**src/rtl/mmio_pkg.sv**
```systemverilog
// Shared definitions for the CPU MMIO router: FSM states, default window
// and error constants, well-known device slot numbers and sizing helpers.
// The optional watchdog is enabled by MMIO_ROUTER_TIMEOUT_EN.
package mmio_pkg;

  typedef enum logic [2:0] {
    ST_IDLE,
    ST_MEM_RD,
    ST_DEV_REQ,
    ST_DEV_RSP,
    ST_ERR_RSP,
    ST_RET
  } state_t;

  localparam logic [15:0] MMIO_HI_DEFAULT  = 16'h6000;
  localparam logic [31:0] ERR_DATA_DEFAULT = 32'hDEAD_BEEF;

  localparam int SLOT_UART  = 0;
  localparam int SLOT_TIMER = 1;
  localparam int SLOT_GPIO  = 2;
  localparam int SLOT_SPARE = 3;

  // Device index width, never narrower than one bit.
  function automatic int sel_width(input int n_dev);
    return (n_dev <= 2) ? 1 : $clog2(n_dev);
  endfunction

  // Watchdog counter width, clamped to 8..16 bits.
  function automatic int timeout_width(input int cycles);
    int w;
    w = $clog2(cycles + 1);
    if (w < 8)  w = 8;
    if (w > 16) w = 16;
    return w;
  endfunction

endpackage

```
**src/rtl/mmio_rsp_mux.sv**
```systemverilog
// Read-return mux: picks the read-data slice and read strobe of the
// device slot selected by idx. Out-of-range indices return zeros.
module mmio_rsp_mux
  import mmio_pkg::*;
#(
  parameter int N_DEV = 4,
  parameter int SEL_W = 2
) (
  input  logic [SEL_W-1:0]    idx,
  input  logic [32*N_DEV-1:0] dev_rdata,
  input  logic [N_DEV-1:0]    dev_rvalid,
  output logic [31:0]         rdata,
  output logic                rvalid
);

  logic [N_DEV-1:0] hit;

  for (genvar gi = 0; gi < N_DEV; gi++) begin : g_hit
    assign hit[gi] = (idx == SEL_W'(gi));
  end

  // Select the slice belonging to the one slot that matches idx.
  always_comb begin
    rdata  = '0;
    rvalid = 1'b0;
    for (int i = 0; i < N_DEV; i++) begin
      if (hit[i]) begin
        rdata  = dev_rdata[32*i +: 32];
        rvalid = dev_rvalid[i];
      end
    end
  end

endmodule

```
**src/rtl/cpu_mmio_router.sv**
```systemverilog
// Routes CPU data-port requests either to the memory wrapper (pass-through)
// or to one of N_DEV registered MMIO device slots, one transaction at a time.
// Unmapped reads return ERR_DATA; unmapped writes are acknowledged and dropped.
// A slot is mapped only when the whole Address[15:SEL_LSB] field is below N_DEV,
// so stray high select bits cannot alias onto a real device.
// Define MMIO_ROUTER_TIMEOUT_EN to add the device watchdog and timeout_flag.
module cpu_mmio_router
  import mmio_pkg::*;
#(
  parameter int          N_DEV          = 4,
  parameter logic [15:0] MMIO_HI        = MMIO_HI_DEFAULT,
  parameter int          SEL_LSB        = 8,
  parameter int          OFF_W          = 8,
  parameter logic [31:0] ERR_DATA       = ERR_DATA_DEFAULT,
  parameter int          TIMEOUT_CYCLES = 255
) (
  input  logic                cpu_clk,
  input  logic                cpu_reset_n,
  // CPU side
  input  logic [31:0]         Address,
  input  logic                MemWrite,
  input  logic [31:0]         Write_data,
  input  logic [3:0]          Write_strb,
  input  logic                MemRead,
  input  logic                Read_data_Ready,
  output logic                Mem_Req_Ready,
  output logic [31:0]         Read_data,
  output logic                Read_data_Valid,
  // Memory wrapper side
  output logic [31:0]         m_Address,
  output logic                m_MemWrite,
  output logic [31:0]         m_Write_data,
  output logic [3:0]          m_Write_strb,
  output logic                m_MemRead,
  output logic                m_Read_data_Ready,
  input  logic                m_Mem_Req_Ready,
  input  logic [31:0]         m_Read_data,
  input  logic                m_Read_data_Valid,
  // Device fabric
  output logic [N_DEV-1:0]    dev_req_valid,
  output logic                dev_we,
  output logic [OFF_W-1:0]    dev_off,
  output logic [31:0]         dev_wdata,
  output logic [3:0]          dev_wstrb,
  input  logic [N_DEV-1:0]    dev_req_ready,
  input  logic [32*N_DEV-1:0] dev_rdata,
  input  logic [N_DEV-1:0]    dev_rvalid
`ifdef MMIO_ROUTER_TIMEOUT_EN
  ,
  output logic                timeout_flag
`endif
);

  localparam int SEL_W  = sel_width(N_DEV);
  localparam int SEL_FW = 16 - SEL_LSB;
  localparam logic [SEL_FW-1:0] N_DEV_SEL = SEL_FW'(N_DEV);

  state_t            state_reg, state_next;
  logic              we_reg;
  logic [OFF_W-1:0]  off_reg;
  logic [31:0]       wdata_reg;
  logic [3:0]        wstrb_reg;
  logic [SEL_W-1:0]  idx_reg;
  logic [31:0]       rdata_reg;

  logic              req_valid, is_mmio, is_mapped, capture_req;
  logic              sel_ready, sel_rvalid, timeout_fire;
  logic [31:0]       sel_rdata;

  assign req_valid = MemRead | MemWrite;
  assign is_mmio   = (Address[31:16] == MMIO_HI);
  assign is_mapped = (Address[15:SEL_LSB] < N_DEV_SEL);

  // Address, data and strobes are shared with the memory path; only the
  // valids are gated by the FSM.
  assign m_Address    = Address;
  assign m_Write_data = Write_data;
  assign m_Write_strb = Write_strb;

  // Device request fields come from the copies taken in IDLE.
  assign dev_we    = we_reg;
  assign dev_off   = off_reg;
  assign dev_wdata = wdata_reg;
  assign dev_wstrb = wstrb_reg;

  for (genvar gi = 0; gi < N_DEV; gi++) begin : g_req
    assign dev_req_valid[gi] = (state_reg == ST_DEV_REQ) && (idx_reg == SEL_W'(gi));
  end

  assign sel_ready = |(dev_req_valid & dev_req_ready);

  mmio_rsp_mux #(
    .N_DEV (N_DEV),
    .SEL_W (SEL_W)
  ) u_rsp_mux (
    .idx        (idx_reg),
    .dev_rdata  (dev_rdata),
    .dev_rvalid (dev_rvalid),
    .rdata      (sel_rdata),
    .rvalid     (sel_rvalid)
  );

`ifdef MMIO_ROUTER_TIMEOUT_EN
  localparam int TO_W = timeout_width(TIMEOUT_CYCLES);
  localparam logic [TO_W-1:0] TO_LAST = TO_W'(TIMEOUT_CYCLES - 1);

  logic [TO_W-1:0] to_cnt_reg;
  logic            timeout_flag_reg;
  logic            in_wait;

  assign in_wait      = (state_reg == ST_DEV_REQ) || (state_reg == ST_DEV_RSP);
  assign timeout_fire = in_wait && (to_cnt_reg == TO_LAST) &&
                        !((state_reg == ST_DEV_REQ) && sel_ready) &&
                        !((state_reg == ST_DEV_RSP) && sel_rvalid);
  assign timeout_flag = timeout_flag_reg;

  // Count cycles spent waiting on a device; restart on every state change.
  always_ff @(posedge cpu_clk or negedge cpu_reset_n) begin
    if (!cpu_reset_n) begin
      to_cnt_reg       <= '0;
      timeout_flag_reg <= 1'b0;
    end else begin
      if (state_next != state_reg) to_cnt_reg <= '0;
      else if (in_wait)            to_cnt_reg <= to_cnt_reg + 1'b1;
      if (timeout_fire)            timeout_flag_reg <= 1'b1;
    end
  end
`else
  // Keeps the parameter referenced when the watchdog is compiled out.
  localparam int unused_timeout_cycles = TIMEOUT_CYCLES;
  assign timeout_fire = 1'b0;
`endif

  // State register, request capture and read-return word.
  always_ff @(posedge cpu_clk or negedge cpu_reset_n) begin
    if (!cpu_reset_n) begin
      state_reg <= ST_IDLE;
      we_reg    <= 1'b0;
      off_reg   <= '0;
      wdata_reg <= '0;
      wstrb_reg <= '0;
      idx_reg   <= '0;
      rdata_reg <= '0;
    end else begin
      state_reg <= state_next;
      if (capture_req) begin
        we_reg    <= MemWrite;
        off_reg   <= Address[OFF_W-1:0];
        wdata_reg <= Write_data;
        wstrb_reg <= Write_strb;
        idx_reg   <= Address[SEL_LSB +: SEL_W];
      end
      if ((state_reg == ST_DEV_RSP) && sel_rvalid) rdata_reg <= sel_rdata;
      else if (state_reg == ST_ERR_RSP)            rdata_reg <= ERR_DATA;
    end
  end

  // Next-state and handshake outputs.
  always_comb begin
    state_next        = state_reg;
    capture_req       = 1'b0;
    Mem_Req_Ready     = 1'b0;
    Read_data         = '0;
    Read_data_Valid   = 1'b0;
    m_MemRead         = 1'b0;
    m_MemWrite        = 1'b0;
    m_Read_data_Ready = 1'b0;
    case (state_reg)
      ST_IDLE: begin
        if (req_valid) begin
          if (!is_mmio) begin
            m_MemWrite    = MemWrite;
            m_MemRead     = MemRead & ~MemWrite;
            Mem_Req_Ready = m_Mem_Req_Ready;
            if (m_Mem_Req_Ready && !MemWrite) state_next = ST_MEM_RD;
          end else begin
            capture_req = 1'b1;
            if (is_mapped) begin
              state_next = ST_DEV_REQ;
            end else begin
              Mem_Req_Ready = 1'b1;
              if (!MemWrite) state_next = ST_ERR_RSP;
            end
          end
        end
      end
      ST_MEM_RD: begin
        Read_data         = m_Read_data;
        Read_data_Valid   = m_Read_data_Valid;
        m_Read_data_Ready = Read_data_Ready;
        if (m_Read_data_Valid && Read_data_Ready) state_next = ST_IDLE;
      end
      ST_DEV_REQ: begin
        if (sel_ready) begin
          Mem_Req_Ready = 1'b1;
          state_next    = we_reg ? ST_IDLE : ST_DEV_RSP;
        end else if (timeout_fire) begin
          Mem_Req_Ready = we_reg;
          state_next    = we_reg ? ST_IDLE : ST_ERR_RSP;
        end
      end
      ST_DEV_RSP: begin
        if (sel_rvalid)        state_next = ST_RET;
        else if (timeout_fire) state_next = ST_ERR_RSP;
      end
      ST_ERR_RSP: state_next = ST_RET;
      ST_RET: begin
        Read_data       = rdata_reg;
        Read_data_Valid = 1'b1;
        if (Read_data_Ready) state_next = ST_IDLE;
      end
      default: state_next = ST_IDLE;
    endcase
  end

endmodule

```
**config.mk**
```make
export PLATFORM = sky130hd
export DESIGN_NAME = cpu_mmio_router
export DESIGN_NICKNAME = d
export VERILOG_FILES = /design/src/rtl/mmio_pkg.sv /design/src/rtl/mmio_rsp_mux.sv /design/src/rtl/cpu_mmio_router.sv
export SDC_FILE = /design/constraint.sdc
export NUM_CORES = 1
export LEC_CHECK = 0
export BUFFER_PORTS_ARGS = -buffer_cell sky130_fd_sc_hd__buf_2
export CORE_AREA = 2 2 153 155
export CTS_CLUSTER_DIAMETER = 100
export DETAILED_ROUTE_END_ITERATION = 10
export DIE_AREA = 0 0 155 157
export SYNTH_ARGS = -nofsm -noshare
export SYNTH_HDL_FRONTEND = slang
export SYNTH_SLANG_ARGS = --single-unit
```
**constraint.sdc**
```tcl
create_clock -name cpu_clk -period 4.45 [get_ports cpu_clk]
set_input_delay 0.6675 -clock cpu_clk [delete_from_list [all_inputs] [get_ports cpu_clk]]
set_output_delay 0.6675 -clock cpu_clk [all_outputs]
set_load 0.01 [all_outputs]
```
==> results.py <==
metrics = {
    "die": {
        "row_count": 55,
        "dieHeight_um": 157,
        "core_um2": 22500,
        "dieArea_um2": 24300,
        "num_io_pins": 397,
        "die_x_um": 155,
        "start_util_pct": 21.8,
    },
    "timing": {
        "period_minus_slack_ns": 2.69,
        "final.setup_skew_ns": 0.0121,
        "slew_headroom_pct": 41.6,
        "setup_violations": 0,
        "clock.fmax_mhz": 371,
        "rsz0062_at_grt": "false",
        "maxSlewViolCount": 0,
        "fin_setup_tns_ns": 0,
        "fin_crit_sh_pct": 60.5,
        "worst_pin_slew_ns": 0.874,
        "final-hold-violation-count": 0,
        "hold_ws_ns": 0.354,
    },
    "detailed_routing": {
        "firstDrtPassIters": 4,
        "vias": 4504,
        "ant_nets": 0,
        "route.detailed.drc": 0,
        "wirelength_um": 18500,
        "drt-initial-drc-count": 175,
        "wire_per_inst_um": 18.7,
        "viasPerCell": 4.54,
    },
    "synth": {
        "synth_largest_area_cell": "dfrtp_1",
        "async_reset_ff_share_pct": 100,
        "syn_avg_cell_area_um2": 12.8,
        "synth_seq_area_share_pct": 41.8,
        "ys_ff_latch": 82,
        "synth_edf_count": 0,
        "synthTopCellsByArea": "dfrtp_1 (42%), mux4_2 (16%), buf_4 (11%), mux2_1 (8.5%), a22o_1 (7.1%)",
        "ys_warn_count": 0,
        "yosys_most_used_dff": "dfrtp_1",
        "syn_nets": 626,
        "yosysUniqueCellTypes": 38,
        "yosys-top-cells-count": "dfrtp_1 (82), buf_4 (72), a22o_1 (40)",
        "synth.cell_area_um2": 4900,
        "synth_top_area_share_pct": 41.8,
        "netlist_instances": 383,
        "synth.most_common_cell": "dfrtp_1",
    },
    "power": {
        "power_frac_comb_pct": 35.8,
        "ir_worst_vdd_mv": 0.153,
        "switching_power_w": 0.000996,
        "intPower_w": 0.00182,
        "pwr-share-seq_pct": 35.9,
        "p_per_area_nw_per_um2": 403,
        "p_leak_nw": 3.70,
        "switching_share_pct": 35.4,
        "power_frac_clock_pct": 28.3,
        "p_total_w": 0.00281,
    },
    "min_path": {
        "hold_path.class": "in -> async",
    },
    "run": {
        "drv_cap": 0,
    },
    "setup_path": {
        "cp-start-kind": "primary input",
        "cp.required_ns": 3.78,
        "endpoint_kind": "primary output",
        "r2r-end": "rdata_reg[13]",
        "critPathMaxFanout": 7,
        "r2r_start": "idx_reg[0]",
        "r2r_slack_ns": 1.88,
        "path_class": "in -> out",
        "crit_path_end": "Mem_Req_Ready",
        "r2r_cells": 5,
        "critPathArrivalTime_ns": 2.02,
        "startpoint": "Address[26]",
    },
    "global_route": {
        "grt_max_degree": 51,
        "first_global_vias": 4465,
        "grtUsageTotal_pct": 14.6,
        "antenna_found_initial": 0,
        "grt_pass1_wl_um": 26500,
        "overflow": 0,
    },
    "placement": {
        "port-buffer-count": 396,
        "place_hpwl_um": 15200,
        "gp_congestion": 0.810,
    },
    "layout": {
        "multi_input_area_um2": 2210,
        "diodes": 0,
        "n_fill_cell": 2375,
        "drive_gt1_share_pct": 66.6,
        "area_growth_pct": 42.3,
        "seqCellArea_um2": 2050,
        "final_nets": 945,
    },
    "clock_tree": {
        "tritoncts": "done",
        "cts_made_buffers": 9,
        "post_cts_buffers": 0,
        "cts_hold_buf": 0,
        "cts_resized": 0,
        "cts_root_buffer": "clkbuf_16",
        "clock_sinks": 82,
        "clkTransAtPathRegs_ns": 0.07,
        "clock_latency_ns": 0.34,
        "clock_path_buffers": 2,
        "h-tree-depth": 3,
    },
    "run_status": {
        "status": "finished, final reports clean",
    },
}
## per-stage QoR
stage / setup slack (ns) / std cells / instance area [µm²] / util [%]
floorplan: 2.15 / 383 / 4900 / -
global placement: 1.58 / 976 / 6670 / 29.6
detailed placement: 1.58 / 976 / 6670 / 29.6
CTS: 1.69 / 992 / 6980 / 31.0
global route: 1.62 / 992 / 6980 / 31.0
finish: 1.76 / 992 / 6980 / 31.0
## final cells by class
type	instances	area share (%)
Clock inverter	7	1.20
Clock buffer	9	3.23
Tap cell	285	5.11
Inverter	3	0.161
Multi-Input combinational cell	203	31.7
Timing Repair Buffer	403	29.2
Sequential cell	82	29.4
## cells by family after synthesis
group                  count (synthesis)  share of synthesized area, %
flip-flops                            82                          41.8
AO/OA/AOI/OAI                         79                          13.6
buffers and inverters                 98                          13.3
multiplexers                          82                          26.6
AND/OR/NAND/NOR                       42                          4.67
## critical path: stages
cell and delay (ns):
buf_2 0.11, nor4b_1 0.32, nand4_1 0.39, mux2i_1 0.22, o21ai_0 0.16, buf_2 0.16
## worst min-delay path by stage
stage,to,cells past startpoint,startpoint,slack [ns]
finish,dev_wstrb[1],1,cpu_reset_n,0.35
global route,dev_wstrb[1],1,cpu_reset_n,0.40
global placement,dev_wdata[0],1,dev_wdata[0],0.46
detailed placement,dev_wdata[25],1,dev_wdata[25],0.47
floorplan,dev_off[0],0,cpu_reset_n,0.37
CTS,dev_wstrb[1],1,cpu_reset_n,0.36
## layer usage
metal  track usage, %  vias to the layer above  routed length (µm)
li1                 -                     2052                   -
met4             3.17                        0                 197
met1             16.9                     2195                7390
met2             26.6                      248                9470
met3             4.16                        9                1450
met5                0                        -                   0
## cell usage in the layout, fill, tap and decap left out, types with 2 or more instances in the layout
cell type,count
and3_1,3
buf_4,8
mux4_2,34
nor3_1,3
buf_2,395
o22a_1,24
inv_6,3
dfrtp_2,2
o21ai_1,2
and2_1,2
nand2_1,9
a22o_1,40
dfrtp_1,80
clkbuf_16,9
o21ai_0,3
nor4b_1,2
mux2_2,10
inv_1,2
nor2b_1,2
nor4_1,4
nor3b_1,2
or3_1,2
nor2_1,7
mux2_1,37
a31oi_1,2
## power by group through the flow
| stage | combinational (W) | sequential (W) | clock (W) |
|---|---|---|---|
| after global routing | 0.00111 | 0.00103 | 0.000870 |
| after global placement | 0.00100 | 0.00102 | 0 |
| final | 0.00101 | 0.00101 | 0.000796 |
| after floorplan | 0.000659 | 0.000967 | 0 |
| after detailed placement | 0.00101 | 0.00102 | 0 |
| after CTS | 0.00102 | 0.00101 | 0.000836 |
Note: power is estimated with default switching activity, not from simulation.
